<file path="src/rtl/multi_input_gate_acc.sv">
// Selectable WIDTH-input reduction gate with a registered result, plus an FSM that folds
// ACC_LEN valid results into one sticky value. Optional ones counter: define ONES_COUNT_EN.
module multi_input_gate_acc #(
    parameter int WIDTH   = 4,
    parameter int ACC_LEN = 8
) (
    input  logic             clk,
    input  logic             rst_n,
    input  logic [WIDTH-1:0] in_bus,
    input  logic [2:0]       mode,
    input  logic             in_valid,
    input  logic             acc_start,
    output logic             o,
    output logic             o_valid,
    output logic             acc_o,
    output logic             acc_busy,
    output logic             acc_done
`ifdef ONES_COUNT_EN
    ,
    output logic [$clog2(ACC_LEN+1)-1:0] ones_cnt
`endif
);

    localparam int               CNT_W   = $clog2(ACC_LEN + 1);
    localparam logic [CNT_W-1:0] CNT_PRE = CNT_W'(ACC_LEN - 1);

    typedef enum logic [1:0] {
        ST_IDLE = 2'd0,
        ST_ACC  = 2'd1,
        ST_DONE = 2'd2
    } state_t;

    function automatic logic gate_f(input logic [2:0] m, input logic [WIDTH-1:0] b);
        logic r;
        r = 1'b0;
        case (m)
            3'd0:    r = &b;
            3'd1:    r = |b;
            3'd2:    r = ^b;
            3'd3:    r = ~(&b);
            3'd4:    r = ~(|b);
            3'd5:    r = ~(^b);
            default: r = 1'b0;
        endcase
        return r;
    endfunction

    function automatic logic mode_ok(input logic [2:0] m);
        return (m <= 3'd5);
    endfunction

    // AND-family windows start from 1 so the first sample decides; others start from 0.
    function automatic logic init_val(input logic [2:0] m);
        return (m == 3'd0) || (m == 3'd3);
    endfunction

    function automatic logic fold_f(input logic [2:0] m, input logic acc, input logic g);
        logic r;
        r = acc;
        case (m)
            3'd0, 3'd3: r = acc & g;
            3'd1, 3'd4: r = acc | g;
            3'd2, 3'd5: r = acc ^ g;
            default:    r = acc;
        endcase
        return r;
    endfunction

    state_t           r_state;
    state_t           w_state_nxt;
    logic [2:0]       r_acc_mode;
    logic [CNT_W-1:0] r_cnt;
    logic             w_start_ok;
    logic             w_fold;
    logic             w_g;
`ifdef ONES_COUNT_EN
    logic [CNT_W-1:0] r_ones_cnt;
    assign ones_cnt = r_ones_cnt;
`endif

    // Next-state decode; a valid acc_start in any state (re)opens a window.
    always_comb begin
        w_state_nxt = r_state;
        w_start_ok  = acc_start & mode_ok(mode);
        w_fold      = 1'b0;
        w_g         = gate_f(r_acc_mode, in_bus);
        case (r_state)
            ST_IDLE: begin
                if (w_start_ok) w_state_nxt = ST_ACC;
                else            w_state_nxt = ST_IDLE;
            end
            ST_ACC: begin
                if (w_start_ok) begin
                    w_state_nxt = ST_ACC;
                end else if (in_valid) begin
                    w_fold = 1'b1;
                    if (r_cnt == CNT_PRE) w_state_nxt = ST_DONE;
                    else                  w_state_nxt = ST_ACC;
                end else begin
                    w_state_nxt = ST_ACC;
                end
            end
            ST_DONE: begin
                if (w_start_ok) w_state_nxt = ST_ACC;
                else            w_state_nxt = ST_IDLE;
            end
            default: w_state_nxt = ST_IDLE;
        endcase
    end

    // Gate stage, FSM state and accumulator registers.
    always_ff @(posedge clk) begin
        if (!rst_n) begin
            o          <= 1'b0;
            o_valid    <= 1'b0;
            acc_o      <= 1'b0;
            acc_busy   <= 1'b0;
            acc_done   <= 1'b0;
            r_state    <= ST_IDLE;
            r_acc_mode <= 3'd0;
            r_cnt      <= '0;
`ifdef ONES_COUNT_EN
            r_ones_cnt <= '0;
`endif
        end else begin
            if (in_valid) begin
                o       <= gate_f(mode, in_bus);
                o_valid <= 1'b1;
            end else begin
                o_valid <= 1'b0;
            end
            r_state  <= w_state_nxt;
            acc_busy <= (w_state_nxt == ST_ACC);
            acc_done <= (w_state_nxt == ST_DONE);
            if (w_start_ok) begin
                r_acc_mode <= mode;
                r_cnt      <= '0;
                acc_o      <= init_val(mode);
`ifdef ONES_COUNT_EN
                r_ones_cnt <= '0;
`endif
            end else if (w_fold) begin
                r_cnt      <= r_cnt + CNT_W'(1'b1);
                acc_o      <= fold_f(r_acc_mode, acc_o, w_g);
`ifdef ONES_COUNT_EN
                r_ones_cnt <= r_ones_cnt + CNT_W'(w_g);
`endif
            end else begin
                r_cnt <= r_cnt;
            end
        end
    end

endmodule

</file>
<file path="config.mk">
export PLATFORM = sky130hd
export DESIGN_NAME = multi_input_gate_acc
export DESIGN_NICKNAME = d
export VERILOG_FILES = /design/src/rtl/multi_input_gate_acc.sv
export SDC_FILE = /design/constraint.sdc
export NUM_CORES = 1
export LEC_CHECK = 0
export BUFFER_PORTS_ARGS = -buffer_cell sky130_fd_sc_hd__buf_4
export CORE_ASPECT_RATIO = 1.2
export CORE_MARGIN = 4
export CORE_UTILIZATION = 35
export CTS_CLUSTER_DIAMETER = 100
export DETAILED_ROUTE_END_ITERATION = 12
export PLACE_DENSITY_LB_ADDON = 0.1
export SYNTH_ARGS = -nofsm -noshare
export SYNTH_HDL_FRONTEND = slang
export SYNTH_SLANG_ARGS = --single-unit
</file>
<file path="constraint.sdc">
create_clock -name clk -period 2.6 [get_ports clk]
set_clock_uncertainty 0.15 [all_clocks]
set_input_delay 0.52 -clock clk [delete_from_list [all_inputs] [get_ports clk]]
set_output_delay 0.52 -clock clk [all_outputs]
set_load 0.005 [all_outputs]
</file>
==> run summary, run 1 <==
## Run status
- **run status** finished, violations left
- **failing checks** negative setup slack

## Timing
- **final critical path time including I/O delays and setup** 2.61 ns
- **number of pins with negative max-slew slack in the final report** 0
- **Setup-failing EPs final** 1
- **Hold Slack** 0.352 ns
- **number of hold-slack violations in the final timing report** 0
- **Worst Max-Slew Pin Slew** 0.372 ns
- **Max transition margin** 75.0%
- **final setup margin** -0.0106 ns
- **final cycle utilization of the critical path** 100%
- **peak clock frequency supported by timing** 0.383 GHz
- **RSZ-0062 raised after global routing** true

## Clock network
- **number of H-tree levels** 1
- **Clock Tree Buf Depth** 2
- **total of hold buffers inserted after clock tree synthesis** 0
- **TritonCTS clock tree** built
- **Skew-Pair Late Insertion Delay** 0.27 ns
- **clk slew on worst S/H paths** 0.07 ns
- **clock sinks** 14
- **number of CTS-inserted buffers** 3
- **clock root buffer** clkbuf_4

## Critical path
- **category of the critical setup timing path** input port to register
- **required arrival time at the worst endpoint** 2.65 ns
- **Worst setup EP type** register
- **crit start category** input port
- **maximum fanout along the worst path** 3
- **worst endpoint data arrival time** 2.66 ns

## Synth
- **Post-Syn Area** 866 µm²
- **async set-or-reset flop fraction in the synthesized netlist** 0%
- **number of distinct library cell variants in the gate-level netlist after synthesis** 36
- **Gate Count Post-Synth** 100
- **area share of the largest cell type after synthesis** 32.4%
- **number of warning messages in the yosys log** 0
- **top cells by area, synth** dfxtp_1 (32%), ha_1 (10%), xnor2_1 (4.0%)
- **proportion of synthesized chip area in sequential cells** 32.4%
- **syn avg cell area** 8.66 µm²
- **dominant cell by count in the synthesized netlist** dfxtp_1
- **top_reg_cell synth** dfxtp_1
- **count of flip-flops with a built-in enable after synthesis** 0
- **synthesis-stage register bit count** 14
- **leading area contributor after synthesis** dfxtp_1
- **commonest cells in the synthesized netlist** dfxtp_1 (14), nand2_1 (9), inv_1 (8), nor2_1 (8), ha_1 (7)
- **post-synthesis net count** 118

## Routing
- **DRC violations left** 0
- **Via Count** 744
- **number of nets with antenna violations after detailed routing** 0
- **total detailed-routing wirelength** 1800 µm
- **final routed wire length divided by cell count** 12.1 µm
- **Initial DRC Count** 7
- **detailed-router iteration count before antenna repair** 4
- **via/cell ratio** 4.99

## Power
- **leakage dissipation** 0.452 nW
- **ratio of total power to cell area** 428 nW/µm²
- **Worst VDD drop** 0.221 mV
- **total power after layout** 487 µW

## Global route
- **initial antenna violation count** 0
- **aggregate global routing overflow** 0
- **largest net degree at the start of global routing** 12
- **vias in the first global route** 757
- **wire length of the first global-routing pass** 3250 µm
- **global-route total usage across every layer** 12.9%

## Layout
- **fraction of final layout cells with drive strength greater than 1** 30.5%
- **area growth from synthesis to layout** 31.5%
- **final core utilization** 48.9%
- **cell area after layout** 1140 µm²
- **FILL cells** 269
- **number of inserted diodes** 0
- **net count reported at finish** 138

## Floorplan
- **area inside the core boundary** 2330 µm²
- **total I/O pin count** 16
- **Vert. Die Dim** 62.5 µm
- **FP Rows** 19
- **Die X-Extent** 53.4 µm
- **initial standard-cell utilization of the core** 37.2%
- **Total Die Area** 3340 µm²

## Place
- **Final GP Congestion** 0.712
- **half-perimeter wire length after placement** 1440 µm
- **quantity of I/O buffers inserted on ports** 15
- **Placed Instance Area** 1070 µm²
- **Post-Place Worst Slack** -0.345 ns

## Min path
- **Min-Delay Path Class** input port to register

## Job
- **Maximum Capacitance Violations** 0

## kinds of logic after synthesis
logic type | Yosys count | synth area share, %
AND/OR/NAND/NOR | 34 | 20.7
adder cells (fa/ha/maj) | 7 | 10.1
buffers and inverters | 13 | 7.23
AO/OA/AOI/OAI | 24 | 19.7
multiplexers | 3 | 4.91
XOR/XNOR | 5 | 5.06
flip-flops | 14 | 32.4
## area by class of cell
cell class	instances	area, µm²	area share [%]
inverters	8	45.0	3.96
repair buffers	20	169	14.8
well taps	31	38.8	3.41
clock buffers	3	22.5	1.98
multi-input cells	73	583	51.2
flip-flops and latches	14	280	24.6
## worst max-delay path, cell delays in order
cell,delay (ns)
buf_6,0.11
inv_12,0.03
ha_4,0.22
xnor2_4,0.19
a21oi_2,0.07
or3b_1,0.39
o21a_1,0.15
ha_4,0.28
mux2i_1,0.07
mux4_2,0.47
a31oi_1,0.16
## where the power goes
group | switching (mW) | internal (mW) | leakage (nW) | total, mW
clock | 0.0623 | 0.0535 | 0.0138 | 0.116
sequential | 0.00975 | 0.224 | 0.115 | 0.233
combinational | 0.0604 | 0.0778 | 0.324 | 0.138
total | 0.132 | 0.355 | 0.452 | 0.487
## routing by layer
metal  track usage, %  share of wire, %  vias up
li1                 -                 -      388
met1             14.3                40      347
met2             22.1                57        7
met3             2.15               1.3        2
met4             7.67               1.5        0
met5                0                 0        -
## final timing paths
path / from / endpoint / slack (ns) / depth (start not counted)
max: in_bus[3] / acc_o / -0.01 / 11
max reg2reg: r_acc_mode[0] / acc_o / 0.20 / 8
min: in_valid / o / 0.35 / 2
min reg2reg: r_cnt[1] / r_cnt[1] / 0.35 / 2
## cells in the final DEF (no fill, tap or decap), types with 2 or more instances in the layout
cell type  count
buf_4         16
dfxtp_1       14
nand2_1        9
nor2_1         8
o21ai_0        5
inv_1          4
a21oi_1        4
ha_1           4
nand3_1        3
and2_1         3
nor3_1         3
xnor2_1        3
ha_4           3
clkbuf_4       3
buf_6          3
inv_2          2
o21a_1         2
mux2i_1        2
o211ai_1       2
nand4b_1       2
o221a_2        2
## repair_timing
action,CTS,global route
gates cloned,0,0
setup endpoints to repair,1,1
buffers inserted,0,1
resized for setup,4,4
pin swaps,6,6
## metrics by stage
step           std cells  TNS, ns
6_report             149  -0.0106
5_1_grt              149  -0.0705
4_1_cts              148        0
3_5_place_dp         145   -0.345
3_3_place_gp         145   -0.255
2_1_floorplan        100  -0.0595
## flip-flops by register name, indices dropped and copies added (netlist names)
name        cells
acc_o           1
r_acc_mode      3
o_valid         1
r_cnt           4
r_state         2
o               1
acc_busy        1
acc_done        1
Power figures use the tool's default switching activity.
==> run 2, diff against run 1 <==
Settings changed: BUFFER_PORTS_ARGS -buffer_cell sky130_fd_sc_hd__buf_4 to -buffer_cell sky130_fd_sc_hd__buf_2, CELL_PAD_IN_SITES_DETAIL_PLACEMENT set to 0, CELL_PAD_IN_SITES_GLOBAL_PLACEMENT set to 2, CORE_UTILIZATION 35 to 28.
==> run 2 against run 1 <==
  * The flow now finishes without violations
  * Die area rose by 21%
  * Via count increased by 2.0%
  * Sequential power hardly changed
  * Core utilization decreased by 9.7 points
  * Critical endpoint unchanged
  * Largest cell class unchanged
  * Highest routed layer unchanged
==> run summary, run 2 (synthesis results as in run 1) <==
## Routing
- **Initial DRC Count** 10, was 7
- **number of nets with antenna violations after detailed routing** 0, unchanged
- **total detailed-routing wirelength** 1830 µm, was 1800 µm
- **detailed-router iteration count before antenna repair** 4, unchanged
- **DRC violations left** 0, unchanged
- **Via Count** 759, was 744
- **via/cell ratio** 4.90, was 4.99
- **final routed wire length divided by cell count** 11.8 µm, was 12.1 µm

## Layout
- **most frequent standard cell in the layout excluding fill and tap cells** dfxtp_1, was buf_4
- **number of inserted diodes** 0, unchanged
- **fraction of final layout cells with drive strength greater than 1** 32.2%, was 30.5%
- **most used cells in the layout excluding fill and tap cells** dfxtp_1 (14), buf_2 (12), nand2_1 (9), nor2_1 (8), buf_4 (7), was buf_4 (16), dfxtp_1 (14), nand2_1 (9), nor2_1 (8), o21ai_0 (5)
- **area growth from synthesis to layout** 30.9%, was 31.5%
- **largest registers** r_cnt x4, r_acc_mode x3, r_state x2, unchanged
- **final core utilization** 39.2%, was 48.9%
- **Top reg by flops** r_cnt, unchanged
- **number of flip-flops under the largest register name** 4, unchanged
- **net count reported at finish** 140, was 138

## Timing
- **Hold Slack** 0.364 ns, was 0.352 ns
- **peak clock frequency supported by timing** 0.398 GHz, was 0.383 GHz
- **final critical path time including I/O delays and setup** 2.51 ns, was 2.61 ns
- **RSZ-0062 raised after global routing** true, unchanged
- **Worst Max-Slew Pin Slew** 0.387 ns, was 0.372 ns
- **total negative setup slack** 0 ns, was -0.0106 ns
- **Setup-failing EPs final** 0, was 1
- **number of hold-slack violations in the final timing report** 0, unchanged
- **final cycle utilization of the critical path** 96.5%, was 100%
- **number of pins with negative max-slew slack in the final report** 0, unchanged
- **final setup margin** 0.0903 ns, was -0.0106 ns
- **Max transition margin** 74.1%, was 75.0%

## Run status
- **run status** finished clean, was finished, violations left

## Global route
- **initial antenna violation count** 0, unchanged
- **global-route total usage across every layer** 10.4%, was 12.9%
- **aggregate global routing overflow** 0, unchanged
- **vias in the first global route** 748, was 757
- **largest net degree at the start of global routing** 12, unchanged
- **wire length of the first global-routing pass** 3170 µm, was 3250 µm

## Clock network
- **Clock Tree Buf Depth** 2, unchanged
- **total of hold buffers inserted after clock tree synthesis** 0, unchanged
- **setup fix buffers added after clock tree synthesis** 0, unchanged
- **clk slew on worst S/H paths** 0.09 ns, was 0.07 ns
- **TritonCTS clock tree** built, unchanged
- **clock root buffer** clkbuf_4, unchanged
- **clock sinks** 14, unchanged
- **number of CTS-inserted buffers** 3, unchanged
- **number of H-tree levels** 1, unchanged
- **Skew-Pair Late Insertion Delay** 0.28 ns, was 0.27 ns

## Critical path
- **category of the critical setup timing path** input port to register, unchanged
- **Critical Path Slowest Stage Cell** mux4_2, unchanged
- **launch instance of the worst register-to-register path** r_acc_mode[0], unchanged
- **ordered list of cells on the worst path** buf_6 > inv_4 > ha_4 > xnor2_4 > a21oi_2 > or3b_1 > o21a_1 > ha_4 > mux2i_1 > mux4_2 > a31oi_1, was buf_6 > inv_12 > ha_4 > xnor2_4 > a21oi_2 > or3b_1 > o21a_1 > ha_4 > mux2i_1 > mux4_2 > a31oi_1
- **worst endpoint data arrival time** 2.57 ns, was 2.66 ns
- **slack of the worst reg-to-reg path** 0.28 ns, was 0.20 ns
- **Top cell by count, worst path** ha_4, unchanged
- **crit path to** acc_o, unchanged
- **required arrival time at the worst endpoint** 2.66 ns, was 2.65 ns
- **maximum fanout along the worst path** 3, unchanged
- **crit start category** input port, unchanged
- **largest stage delay on the critical path** 0.46 ns, was 0.47 ns
- **worst reg2reg path depth** 8, unchanged
- **endpoint of the worst register-to-register path** acc_o, unchanged
- **Worst setup EP type** register, unchanged
- **start point of the critical path** in_bus[0], was in_bus[3]

## Place
- **half-perimeter wire length after placement** 1490 µm, was 1440 µm
- **quantity of I/O buffers inserted on ports** 15, unchanged
- **Final GP Congestion** 0.676, was 0.712
- **Post-Place Worst Slack** -0.338 ns, was -0.345 ns

## Power
- **leakage dissipation** 0.459 nW, was 0.452 nW
- **internal cell power** 377 µW, was 355 µW
- **ratio of total power to cell area** 458 nW/µm², was 428 nW/µm²
- **net switching power figure** 142 µW, was 132 µW
- **Clk network pwr share** 30.5%, was 23.8%
- **switching share of power** 27.3%, was 27.2%
- **Worst VDD drop** 0.156 mV, was 0.221 mV
- **sequential share of power** 44.9%, was 47.9%
- **relative contribution of combinational cells to total power** 24.6%, was 28.4%

## Floorplan
- **Total Die Area** 4050 µm², was 3340 µm²
- **Vert. Die Dim** 68.9 µm, was 62.5 µm
- **area inside the core boundary** 2890 µm², was 2330 µm²
- **FP Rows** 21, was 19
- **total I/O pin count** 16, unchanged
- **initial standard-cell utilization of the core** 30.0%, was 37.2%
- **Die X-Extent** 58.8 µm, was 53.4 µm

## Job
- **Maximum Capacitance Violations** 0, unchanged

## Min path
- **Min-Delay Path Class** register to register, was input port to register

## run 2: how the worst min path moves through the flow
| stage | from | to | slack [ns] | cells after the start |
|---|---|---|---|---|
| final | r_cnt[1] | r_cnt[1] | 0.36 | 2 |
| after floorplan | r_cnt[1] | r_cnt[1] | 0.32 | 2 |
| after detailed placement | r_cnt[1] | r_cnt[1] | 0.35 | 2 |
| after global routing | in_valid | o_valid | 0.40 | 2 |
| after CTS | r_cnt[1] | r_cnt[1] | 0.36 | 2 |
| after global placement | r_cnt[1] | r_cnt[1] | 0.33 | 2 |
## run 2: per-stage QoR
| stage | power [mW] | std cells | cell area (µm²) |
|---|---|---|---|
| 3_3_place_gp | 0.359 | 151 | 1060 |
| 5_1_grt | 0.555 | 155 | 1130 |
| 3_5_place_dp | 0.359 | 151 | 1060 |
| 4_1_cts | 0.518 | 155 | 1100 |
| 2_1_floorplan | 0.320 | 100 | 922 |
| 6_report | 0.519 | 155 | 1130 |
## run 2: cell type report
type,count,area [µm²]
Fill cell,303,1760
Clock buffer,4,36.3
Timing Repair Buffer,22,146
Tap cell,34,42.5
Inverter,8,45.0
Multi-Input combinational cell,73,583
Sequential cell,14,280
## run 2: layer usage
layer  vias to the layer above  part of all wire, %  track usage, %
met4                         0                 0.66            4.25
met1                       350                   45            11.8
met3                         2                  5.6            2.98
li1                        391                    -               -
met2                        16                   49            18.1
met5                         -                    0               0
## run 2: what timing repair did
| action | CTS | global route |
|---|---|---|
| pin swaps | 0 | 6 |
| setup endpoints to repair | 1 | 1 |
| gates resized for setup | 1 | 6 |
## run 2: worst max-delay path, delay by kind of cell
family / cells / cell delay (ns)
AO/OA/AOI/OAI: 3 / 0.37
XOR/XNOR: 1 / 0.18
adder cells (fa/ha/maj): 2 / 0.51
buffers and inverters: 2 / 0.11
multiplexers: 2 / 0.52
AND/OR/NAND/NOR: 1 / 0.36
## run 2: power groups by stage
stage                     registers (mW)  clock network, mW  logic (mW)
after global routing               0.235              0.176       0.144
after floorplan                    0.234                  0      0.0857
final                              0.233              0.158       0.128
after CTS                          0.233              0.163       0.122
after global placement             0.238                  0       0.121
after detailed placement           0.238                  0       0.121
==> run 3, diff against run 2 <==
==> constraint.sdc (replaced) <==
create_clock -name clk -period 2.6 [get_ports clk]
set_clock_uncertainty 0.15 [all_clocks]
set_input_delay 0.13 -clock clk [delete_from_list [all_inputs] [get_ports clk]]
set_output_delay 0.13 -clock clk [all_outputs]
set_load 0.005 [all_outputs]
==> run 3 against run 2 <==
  * Clock power fell by 23%
  * Clock-buffer cell count fell by 1
  * Sequential share of layout area rose by 3.3 points
  * Die area did not move
  * Total power fell by 13%
  * Worst setup slack improved by 0.19 ns
  * Highest routed layer unchanged
==> run summary, run 3 (synthesis results as in run 1) <==
## Timing
- **number of pins with negative max-slew slack in the final report** 0, unchanged
- **Worst Max-Slew Pin Slew** 0.404 ns, was 0.387 ns
- **Max transition margin** 72.9%, was 74.1%
- **final cycle utilization of the critical path** 89.2%, was 96.5%
- **Setup-failing EPs final** 0, unchanged
- **final critical path time including I/O delays and setup** 2.32 ns, was 2.51 ns
- **number of hold-slack violations in the final timing report** 0, unchanged
- **RSZ-0062 raised after global routing** false, was true
- **total negative setup slack** 0 ns, unchanged
- **Hold Slack** 0.0147 ns, was 0.364 ns
- **peak clock frequency supported by timing** 0.431 GHz, was 0.398 GHz

## Clock network
- **number of H-tree levels** 1, unchanged
- **clock root buffer** clkbuf_4, unchanged
- **total of hold buffers inserted after clock tree synthesis** 1, was 0
- **clock sinks** 14, unchanged
- **Skew-Pair Late Insertion Delay** 0.27 ns, was 0.28 ns
- **setup fix buffers added after clock tree synthesis** 0, unchanged
- **number of CTS-inserted buffers** 3, unchanged
- **PostCTS Resize Cnt** 0, was 1
- **clk slew on worst S/H paths** 0.08 ns, was 0.09 ns
- **TritonCTS clock tree** built, unchanged
- **Clock Tree Buf Depth** 2, unchanged

## Floorplan
- **Die X-Extent** 58.8 µm, unchanged
- **Vert. Die Dim** 68.9 µm, unchanged
- **area inside the core boundary** 2890 µm², unchanged
- **total I/O pin count** 16, unchanged
- **initial standard-cell utilization of the core** 30.0%, unchanged
- **FP Rows** 21, unchanged
- **Total Die Area** 4050 µm², unchanged

## Place
- **half-perimeter wire length after placement** 1510 µm, was 1490 µm
- **Placed Instance Area** 966 µm², was 1060 µm²
- **Final GP Congestion** 0.695, was 0.676
- **quantity of I/O buffers inserted on ports** 15, unchanged
- **total instance count after detailed placement** 146, was 151

## Power
- **Worst VDD drop** 0.153 mV, was 0.156 mV
- **ratio of total power to cell area** 452 nW/µm², was 458 nW/µm²
- **leakage dissipation** 0.418 nW, was 0.459 nW

## Run status
- **run status** finished clean, unchanged

## Routing
- **DRC violations left** 0, unchanged
- **via/cell ratio** 4.97, was 4.90
- **number of nets with antenna violations after detailed routing** 0, unchanged
- **Initial DRC Count** 11, was 10
- **total detailed-routing wirelength** 1860 µm, was 1830 µm
- **final routed wire length divided by cell count** 12.4 µm, was 11.8 µm
- **Via Count** 745, was 759
- **detailed-router iteration count before antenna repair** 2, was 4

## Global route
- **wire length of the first global-routing pass** 3100 µm, was 3170 µm
- **initial antenna violation count** 0, unchanged
- **vias in the first global route** 720, was 748
- **aggregate global routing overflow** 0, unchanged
- **largest net degree at the start of global routing** 12, unchanged
- **global-route total usage across every layer** 10.3%, was 10.4%

## Layout
- **FILL cells** 333, was 303
- **fraction of final layout cells with drive strength greater than 1** 20.7%, was 32.2%
- **most used cells in the layout excluding fill and tap cells** buf_2 (15), dfxtp_1 (14), nand2_1 (9), inv_1 (8), nor2_1 (8), was dfxtp_1 (14), buf_2 (12), nand2_1 (9), nor2_1 (8), buf_4 (7)
- **post-layout instance count excluding filler cells** 150, was 155
- **Top reg by flops** r_cnt, unchanged
- **largest registers** r_cnt x4, r_acc_mode x3, r_state x2, unchanged
- **cell area after layout** 998 µm², was 1130 µm²
- **area growth from synthesis to layout** 15.3%, was 30.9%
- **most frequent standard cell in the layout excluding fill and tap cells** buf_2, was dfxtp_1
- **number of inserted diodes** 0, unchanged
- **net count reported at finish** 136, was 140
- **number of flip-flops under the largest register name** 4, unchanged

## Critical path
- **required arrival time at the worst endpoint** 2.65 ns, was 2.66 ns
- **endpoint of the worst register-to-register path** acc_o, unchanged
- **category of the critical setup timing path** input port to register, unchanged
- **Worst setup EP type** register, unchanged
- **maximum fanout along the worst path** 3, unchanged
- **slack of the worst reg-to-reg path** 0.33 ns, was 0.28 ns
- **launch instance of the worst register-to-register path** r_acc_mode[0], unchanged
- **crit start category** input port, unchanged
- **worst reg2reg path depth** 8, unchanged
- **worst endpoint data arrival time** 2.37 ns, was 2.57 ns

## Min path
- **worst hold path cell count** 2, unchanged
- **Min-Delay Path Class** input port to register, was register to register
- **Min-Delay Endpoint** o, was r_cnt[1]
- **worst min-delay path startpoint** in_valid, was r_cnt[1]

## Job
- **Maximum Capacitance Violations** 0, unchanged

## run 3: worst max path at each step
stage / startpoint / endpoint / slack, ns / depth (start not counted)
2_1_floorplan: in_bus[0] / acc_o / 0.19 / 10
3_3_place_gp: in_bus[0] / acc_o / 0.07 / 11
3_5_place_dp: in_bus[0] / acc_o / -0.02 / 11
4_1_cts: in_bus[0] / acc_o / 0.26 / 11
5_1_grt: in_bus[0] / acc_o / 0.18 / 11
6_report: in_bus[0] / acc_o / 0.28 / 11
## run 3: layout make-up
type	instances	area [µm²]	share of cell area [%]
sequential	14	280	28.1
clock buffer	3	22.5	2.26
multi-input combinational	73	523	52.4
tap	34	42.5	4.26
inverter	8	30.0	3.01
timing repair buffer	18	100	10.0
## run 3: worst max-delay path: stages
cell     delay [ns]
buf_2          0.09
inv_1          0.04
ha_1           0.29
xnor2_1        0.26
a21oi_1        0.11
or3b_1         0.37
o21a_1         0.12
ha_1           0.28
mux2i_1        0.07
mux4_2         0.45
a31oi_1        0.16
## run 3: report_power, final
part           internal [mW]  total (mW)  switching [mW]
Combinational         0.0482      0.0984          0.0503
Sequential             0.224       0.232         0.00848
Clock                 0.0536       0.121          0.0671
Total                  0.325       0.451           0.126
## run 3: per-layer routing
| metal | part of all wire (%) | GRT usage, % |
|---|---|---|
| met1 | 46 | 11.1 |
| met2 | 48 | 19.1 |
| met3 | 4.6 | 1.86 |
| met4 | 1.5 | 5.10 |
| met5 | 0 | 0 |
## run 3: through the flow
stage               total power, mW  utilization [%]  setup WS [ns]
floorplan                     0.303                -          0.192
global placement              0.337             33.4         0.0660
detailed placement            0.337             33.4        -0.0222
CTS                           0.459             34.5          0.263
global route                  0.480             34.5          0.179
finish                        0.451             34.5          0.282
